[src/rtl/conv2_row_feeder.sv]
// conv2_row_feeder: buffers one ROWSxCOLS feature map, one row per write beat. It then
// issues sliding WIN-row groups to the conv2 stage. Each group waits for pool_end before
// the next is issued. The full sweep repeats PASSES times, then the buffer is released.
//
// Ports:
//   clk, rst              clock, asynchronous active-high reset
//   en                    global enable; low freezes all state and masks the pulses
//   wr_valid, wr_data     row write (pixel c in bits [c*DW +: DW]); wr_ready = accepting
//   data_out_0..3         rows grp..grp+3 of the current group
//   dout_valid            one-cycle pulse, new group presented
//   pool_end              downstream finished the current group
//   pass_idx              current pass, 0..PASSES-1
//   busy                  high outside the load phase
//   frame_done            one-cycle pulse after the last group of the last pass
//   wr_overrun            sticky write-while-not-ready flag
//
// Optional feature: define FEEDER_OVERRUN_EN to build the wr_overrun detector. Without it,
// wr_overrun is tied low. Dropped writes behave the same in both builds.
module conv2_row_feeder #(
  parameter int unsigned DW     = 8,
  parameter int unsigned COLS   = 12,
  parameter int unsigned ROWS   = 12,
  parameter int unsigned WIN    = 4,
  parameter int unsigned PASSES = 3
) (
  input  logic               clk,
  input  logic               rst,
  input  logic               en,
  input  logic               wr_valid,
  input  logic [COLS*DW-1:0] wr_data,
  output logic               wr_ready,
  output logic [COLS*DW-1:0] data_out_0,
  output logic [COLS*DW-1:0] data_out_1,
  output logic [COLS*DW-1:0] data_out_2,
  output logic [COLS*DW-1:0] data_out_3,
  output logic               dout_valid,
  input  logic               pool_end,
  output logic [2:0]         pass_idx,
  output logic               busy,
  output logic               frame_done,
  output logic               wr_overrun
);

  localparam int unsigned RowW  = $clog2(ROWS);
  localparam int unsigned RowBw = COLS * DW;

  typedef enum logic [1:0] {StLoad, StIssue, StWait, StDone} state_e;

  state_e             state_q;
  logic [RowW-1:0]    wr_row_q;
  logic [RowW-1:0]    grp_q;
  logic [2:0]         pass_q;
  logic               wr_ready_q;
  logic               busy_q;
  logic               dout_valid_q;
  logic               frame_done_q;
  logic [RowBw-1:0]   dout_q [WIN];
  logic [RowBw-1:0]   mem_q  [ROWS];
  logic               wr_acc;

  assign wr_acc = en && wr_valid && (state_q == StLoad);

  // Map storage has no reset; it is written only while loading.
  always_ff @(posedge clk) begin
    if (wr_acc) mem_q[wr_row_q] <= wr_data;
  end

  always_ff @(posedge clk or posedge rst) begin
    if (rst) begin
      state_q      <= StLoad;
      wr_row_q     <= '0;
      grp_q        <= '0;
      pass_q       <= '0;
      wr_ready_q   <= 1'b1;
      busy_q       <= 1'b0;
      dout_valid_q <= 1'b0;
      frame_done_q <= 1'b0;
      for (int i = 0; i < int'(WIN); i++) dout_q[i] <= '0;
    end else if (en) begin
      dout_valid_q <= 1'b0;
      frame_done_q <= 1'b0;
      unique case (state_q)
        StLoad: begin
          if (wr_valid) begin
            wr_row_q <= wr_row_q + RowW'(1);
            if (wr_row_q == RowW'(ROWS - 1)) begin
              state_q    <= StIssue;
              grp_q      <= '0;
              pass_q     <= '0;
              wr_ready_q <= 1'b0;
              busy_q     <= 1'b1;
            end
          end
        end
        StIssue: begin
          for (int i = 0; i < int'(WIN); i++) dout_q[i] <= mem_q[grp_q + RowW'(i)];
          dout_valid_q <= 1'b1;
          state_q      <= StWait;
        end
        StWait: begin
          // A pool_end coincident with the pulse belongs to the previous group; drop it.
          if (pool_end && !dout_valid_q) begin
            if (grp_q < RowW'(ROWS - WIN)) begin
              grp_q   <= grp_q + RowW'(1);
              state_q <= StIssue;
            end else if (pass_q < 3'(PASSES - 1)) begin
              pass_q  <= pass_q + 3'd1;
              grp_q   <= '0;
              state_q <= StIssue;
            end else begin
              state_q <= StDone;
            end
          end
        end
        StDone: begin
          frame_done_q <= 1'b1;
          wr_row_q     <= '0;
          grp_q        <= '0;
          pass_q       <= '0;
          wr_ready_q   <= 1'b1;
          busy_q       <= 1'b0;
          state_q      <= StLoad;
        end
        default: state_q <= StLoad;
      endcase
    end
  end

  // Pulses are held in their registers while en is low and masked at the port. A pending
  // pulse therefore appears on the first cycle en is high again.
  assign dout_valid = dout_valid_q & en;
  assign frame_done = frame_done_q & en;
  assign wr_ready   = wr_ready_q;
  assign busy       = busy_q;
  assign pass_idx   = pass_q;
  assign data_out_0 = dout_q[0];
  assign data_out_1 = dout_q[1];
  assign data_out_2 = dout_q[2];
  assign data_out_3 = dout_q[3];

`ifdef FEEDER_OVERRUN_EN
  logic wr_overrun_q;
  always_ff @(posedge clk or posedge rst) begin
    if (rst) begin
      wr_overrun_q <= 1'b0;
    end else if (en && wr_valid && !wr_ready_q) begin
      wr_overrun_q <= 1'b1;
    end
  end
  assign wr_overrun = wr_overrun_q;
`else
  assign wr_overrun = 1'b0;
`endif

endmodule

[config.mk]
export PLATFORM = sky130hd
export DESIGN_NAME = conv2_row_feeder
export DESIGN_NICKNAME = d
export VERILOG_FILES = /design/src/rtl/conv2_row_feeder.sv
export SDC_FILE = /design/constraint.sdc
export NUM_CORES = 2
export LEC_CHECK = 0
export CAP_MARGIN = 0
export CORE_MARGIN = 10
export CORE_UTILIZATION = 45
export CTS_BUF_LIST = sky130_fd_sc_hd__clkbuf_16
export CTS_CLUSTER_DIAMETER = 40
export DETAILED_ROUTE_END_ITERATION = 8
export DONT_BUFFER_PORTS = 1
export PLACE_DENSITY_LB_ADDON = 0.12
export REMOVE_ABC_BUFFERS = 1
export SYNTH_ARGS = -nofsm -noshare
export SYNTH_HDL_FRONTEND = slang
export SYNTH_SLANG_ARGS = --single-unit
[constraint.sdc]
create_clock -name clk -period 36.3 [get_ports clk]
set_input_delay 1.815 -clock clk [delete_from_list [all_inputs] [get_ports clk]]
set_output_delay 1.815 -clock clk [all_outputs]
set_load 0.005 [all_outputs]
Yosys cells after proc, flatten, opt, wreduce, memory -nomap -nowiden
Memory sizes are Yosys's and may differ from the RTL's. A register that Yosys moved wholly into a read port is not among the register bits. Index checks and enable logic that the tools add are counted.

Bits in registers: 17. Input port bits: 101. Word-level logic and storage cells: 71. Memories kept: 1. Output and inout port bits: 392. Bits in writable memories: 1152.

Memory list: mem_q (words 12, width 96, read ports 4, clocked after memory_dff 4, wr ports 1, line 58) `logic [RowBw-1:0] mem_q [ROWS];`.

Equality and inequality tests: 10. Bitwise logic cells: 2. Muxes and demuxes: 30. $lt $le $gt $ge: 2. Add/subtract/negate cells: 5. Reduce and logical (&&, ||, !) cells: 13.

Operator list (count): $mux W4 (6); $mux W3 (5); $pmux W4 S3 (1); $mux W2 (5); $pmux W3 S3 (1); $add A4 B1 Y4 const B (2); $add A4 B2 Y4 const B (2); $mux W1 (8); $ne A2 B2 Y1 const B (4); $pmux W2 S4 (1); $pmux W4 S2 (1); $reduce_and A4 Y1 (2); $reduce_and A7 Y1 (1); $reduce_and A6 Y1 (1); $eq A2 B2 Y1 const B (2); $eq A4 B4 Y1 const B (1); $lt A4 B4 Y1 const B (1); $pmux W1 S2 (2); $add A3 B1 Y3 const B (1); $logic_and A1 B1 Y1 (3); $lt A3 B2 Y1 const B (1); $ne A3 B3 Y1 const B (1); $reduce_and A3 Y1 (1); $reduce_bool A3 Y1 (1); other kinds (7) (8).

Logic depth before layout (Yosys ltp)
Word-level depth: 5. Mapped depth: 13. Depth with buffers taken out: 6.

Worst setup path after synthesis
Ideal clock, no wire load.

Kind: input to register. Start: input en. End: memory mem_q[10][0] (netlist name), enable pin. Library setup time: 0.465 ns. Stages: 3. Setup slack: 31.232 ns. Data arrival time: 4.602 ns. Path buffers: 0. Cell sequence: nand3_1 -> nor4b_1 -> and2_1.

Longest elaborated chain between the ends: 4.

RTL lines: from (decl) (line 28) `input logic en,`; $logic_and A1 B1 Y1 (2 in a row) (line 61) `assign wr_acc = en && wr_valid && (state_q == StLoad);`; $mux W1 (line 65) `if (wr_acc) mem_q[wr_row_q] <= wr_data;`; $mux W1 (not written as such) (line 65); to (decl) (line 58).

No other way between the ends.

Worst setup path after layout
Start: register grp_q[1]. End: register dout_q, in the netlist data_out_1[50], read port of mem_q.

Longest elaborated chain between the ends: 1.

RTL lines: from (decl) (line 51) `logic [RowW-1:0] grp_q;`; from (signal assigned) (line 104) `grp_q <= grp_q + RowW'(1);`; $add A4 B1 Y4 (line 96) `for (int i = 0; i < int'(WIN); i++) dout_q[i] <= mem_q[grp_q + RowW'(i)];`; to (decl) (line 57) `logic [RowBw-1:0] dout_q [WIN];`.

No other way between the ends. A chain may end at the register's enable or synchronous reset.

==> impl_metrics.py <==
metrics = {
    "power_and_ir_drop": {
        "swShare": 0.389,
        "pwr_density_cell_nw_per_um2": 95.6,
        "irDropWorstVdd_mv": 0.132,
        "combPwrFrac": 0.423,
        "p_sw_mw": 3.45,
        "p_seq_frac": 0.285,
        "p_int_mw": 5.41,
        "clkPwrFrac": 0.292,
        "p_leak_nw": 32.6,
    },
    "outcome": {
        "status": "finished, final reports clean",
    },
    "sta": {
        "min_period_ns": 5.41,
        "tightest_slew_ns": 1.23,
        "hold_viol": 0,
        "fin_skew_ns": 0.0516,
        "whs_ns": 0.527,
        "fmax_ghz": 0.185,
        "rsz0062_at_grt": "no",
        "setup_viol": 0,
        "period_share": 0.149,
        "slew_viol_final": 0,
        "max_slew_margin": 0.182,
    },
    "yosys": {
        "ys.flop_type": "edfxtp_1",
        "yosys_warnings": 0,
        "yosysSeqAreaShare": 0.546,
        "ys_types": 56,
        "synth_edf_count": 1152,
        "syn_inst": 5539,
        "mappedNetlistArea_um2": 81800,
        "async_flop_share": 0.258,
        "ys_seq_elements": 1553,
        "syn_avg_cell_area_um2": 14.8,
    },
    "place": {
        "io_buffer_count": 0,
        "placed_cell_area_um2": 83400,
        "hpwl_mm": 156,
        "place_congestion": 0.819,
    },
    "detailed_routing": {
        "drt-total-wl_mm": 288,
        "routedWlPerCell_um": 36.0,
        "drtPass1Iterations": 6,
        "vias": 55600,
        "drcViolationCount": 0,
        "via_per_inst": 6.95,
        "drtAntennaViolNets": 0,
        "drtIter0Drc": 5779,
    },
    "worst_setup_path": {
        "critical_path.cell_chain": "inv_1 -> ha_4 -> inv_1 -> buf_4 -> nor2_4 -> buf_4 -> buf_4 -> a222oi_1 -> a21o_1",
        "reg2reg_slack_ns": 30.89,
        "crit_type": "reg2reg",
        "cp-start-kind": "flip-flop",
        "arrival_ns": 6.18,
        "critPathRequiredTime_ns": 37.06,
        "cp-end-kind": "flip-flop",
        "critPathMostFrequentCell": "buf_4",
        "critPathSlowestCell": "nor2_4",
        "worst_path_largest_cell_delay_ns": 0.95,
        "cp_max_fo": 46,
    },
    "layout": {
        "layout_commonest_cell": "edfxtp_1",
        "seq_area_um2": 44600,
        "fill_cells": 15000,
        "final_nets": 5522,
        "final_core_util": 0.513,
        "syn2layout_area_growth_pct": 13.3,
        "multi_input_comb_area_um2": 34700,
        "drive_gt1_frac": 0.211,
        "final_area_um2": 92700,
        "mostFrequentLayoutCells": "edfxtp_1, mux2i_1, mux4_2",
    },
    "clock_tree": {
        "clock_sinks": 1553,
        "cts_setup_buffers": 0,
        "ctsHoldBuffers": 0,
        "cts_resized": 0,
        "cts_max_path_buffers": 4,
        "clock_latency_ns": 0.92,
        "clockRootBuffer": "clkbuf_16",
        "clkSlewWorstSetupHoldPaths_ns": 0.05,
        "htreeDepth": 5,
        "cts-buffers-inserted": 288,
        "cts_tree": "yes",
    },
    "floorplanning": {
        "row_count": 156,
        "die_area_um2": 199000,
        "core_area_um2": 181000,
        "start_util": 0.453,
        "fp.dieH_um": 446,
        "io_pins": 493,
        "die_width_um": 446,
    },
    "global_routing": {
        "grt_max_degree": 161,
        "grt_util_all_layers": 0.281,
        "antenna_found_initial": 2,
        "grt_pass1_vias": 55700,
        "grt_pass1_wl_mm": 409,
        "grt_overflow": 0,
    },
    "worst_hold_path": {
        "min_path_type": "reg2reg",
    },
    "job": {
        "drv_cap": 0,
    },
}
logic make-up (layout without fill, tap and decap cells):
logic type / Yosys count / in the layout / share of synthesized area
adder cells (fa/ha/maj): 10 / 10 / 0.00153
multiplexers: 1564 / 1564 / 0.283
buffers and inverters: 539 / 623 / 0.0331
AO/OA/AOI/OAI: 1329 / 1329 / 0.108
AND/OR/NAND/NOR: 537 / 537 / 0.0279
other: 1 / 2 / 0.0000458
XOR/XNOR: 6 / 6 / 0.000734
flip-flops: 1553 / 1553 / 0.546
worst paths after layout:
path / startpoint / end / cells after the start
max: grp_q[1]$_DFFE_PP0P_ / data_out_1[50]$_DFFE_PP0P_ / 9
min: frame_done_q$_DFFE_PP0P_ / frame_done_q$_DFFE_PP0P_ / 2
max reg2reg: grp_q[1]$_DFFE_PP0P_ / data_out_1[50]$_DFFE_PP0P_ / 9
min reg2reg: frame_done_q$_DFFE_PP0P_ / frame_done_q$_DFFE_PP0P_ / 2
max in group asynchronous: rst / data_out_0[34]$_DFFE_PP0P_ / 5
min in group asynchronous: rst / data_out_0[26]$_DFFE_PP0P_ / 1
power groups by stage:
stage	logic, mW	registers [mW]	clock network [mW]
global placement	3.70	2.57	0
finish	3.75	2.52	2.59
detailed placement	3.72	2.57	0
CTS	3.73	2.54	2.63
global route	3.95	2.55	2.71
floorplan	4.63	2.58	0
cell usage after synthesis, drive strengths merged, types with 2 or more instances:
cell type     n  area, um^2
edfxtp     1152       34600
mux2i       967        9680
mux4        597       13400
a21oi       541        2710
dfrtp       400       10000
buf         293        1760
nor2        282        1060
clkbuf      233         893
nand2       126         475
a22oi       119         893
a22o        117        1020
o21ai       105         526
a221oi       96         841
a32oi        96         841
a21o         75         563
a222oi       75         751
o22ai        75         469
nand3        66         330
nand4        23         144
o31ai        23         178
and2         14        87.6
inv          13        48.8
ha           10         125
nor2b         4        25.0
nand3b        3        22.5
nor4          3        18.8
nor4b         3        26.3
xnor2         3        33.8
xor2          3        26.3
and3b         2        17.5
nand2b        2        12.5
nor3b         2        15.0
o21a          2        15.0
or2           2        12.5
or3           2        12.5
state kept, by name, indices dropped and copies added (netlist names), 3 cells and up:
| signal | cells |
|---|---|
| data_out_1 | 96 |
| mem_q | 1152 |
| wr_row_q | 4 |
| grp_q | 4 |
| data_out_2 | 96 |
| data_out_0 | 96 |
| data_out_3 | 96 |
| pass_idx | 3 |
stage by stage:
step / setup WS, ns / setup TNS (ns) / power, mW / std cells
floorplan: -16.21 / -3763.67 / 7.21 / 5013
global placement: 31.05 / 0 / 6.27 / 7491
detailed placement: 30.99 / 0 / 6.29 / 7491
CTS: 31.00 / 0 / 8.89 / 7993
global route: 30.87 / 0 / 9.21 / 7994
finish: 30.89 / 0 / 8.86 / 7994
cell type report:
class	instances	share of cell area
Clock inverter	209	0.0212
Tap cell	2370	0.0320
Antenna cell	1	0.0000270
Clock buffer	293	0.0791
Inverter	13	0.000608
Sequential cell	1553	0.482
Multi-Input combinational cell	3447	0.374
Timing Repair Buffer	108	0.0109
per-layer routing:
metal,wire length (um),global-route usage,vias to the layer above
met5,0,0,-
met4,16700,0.149,0
met3,24900,0.0618,749
met2,138000,0.454,3067
met1,108000,0.353,29200
li1,-,-,22600
worst max-delay path: cells and delay by family, from the launching register on:
family                     cells  cell delay (ns)
AOI/OAI and AO/OA              2             0.44
DFF                            1             0.92
buffers and inverters          5             1.94
adders and majority gates      1             0.92
and+or+nand+nor                1             0.95
Note: power is estimated with default switching activity, not from simulation.
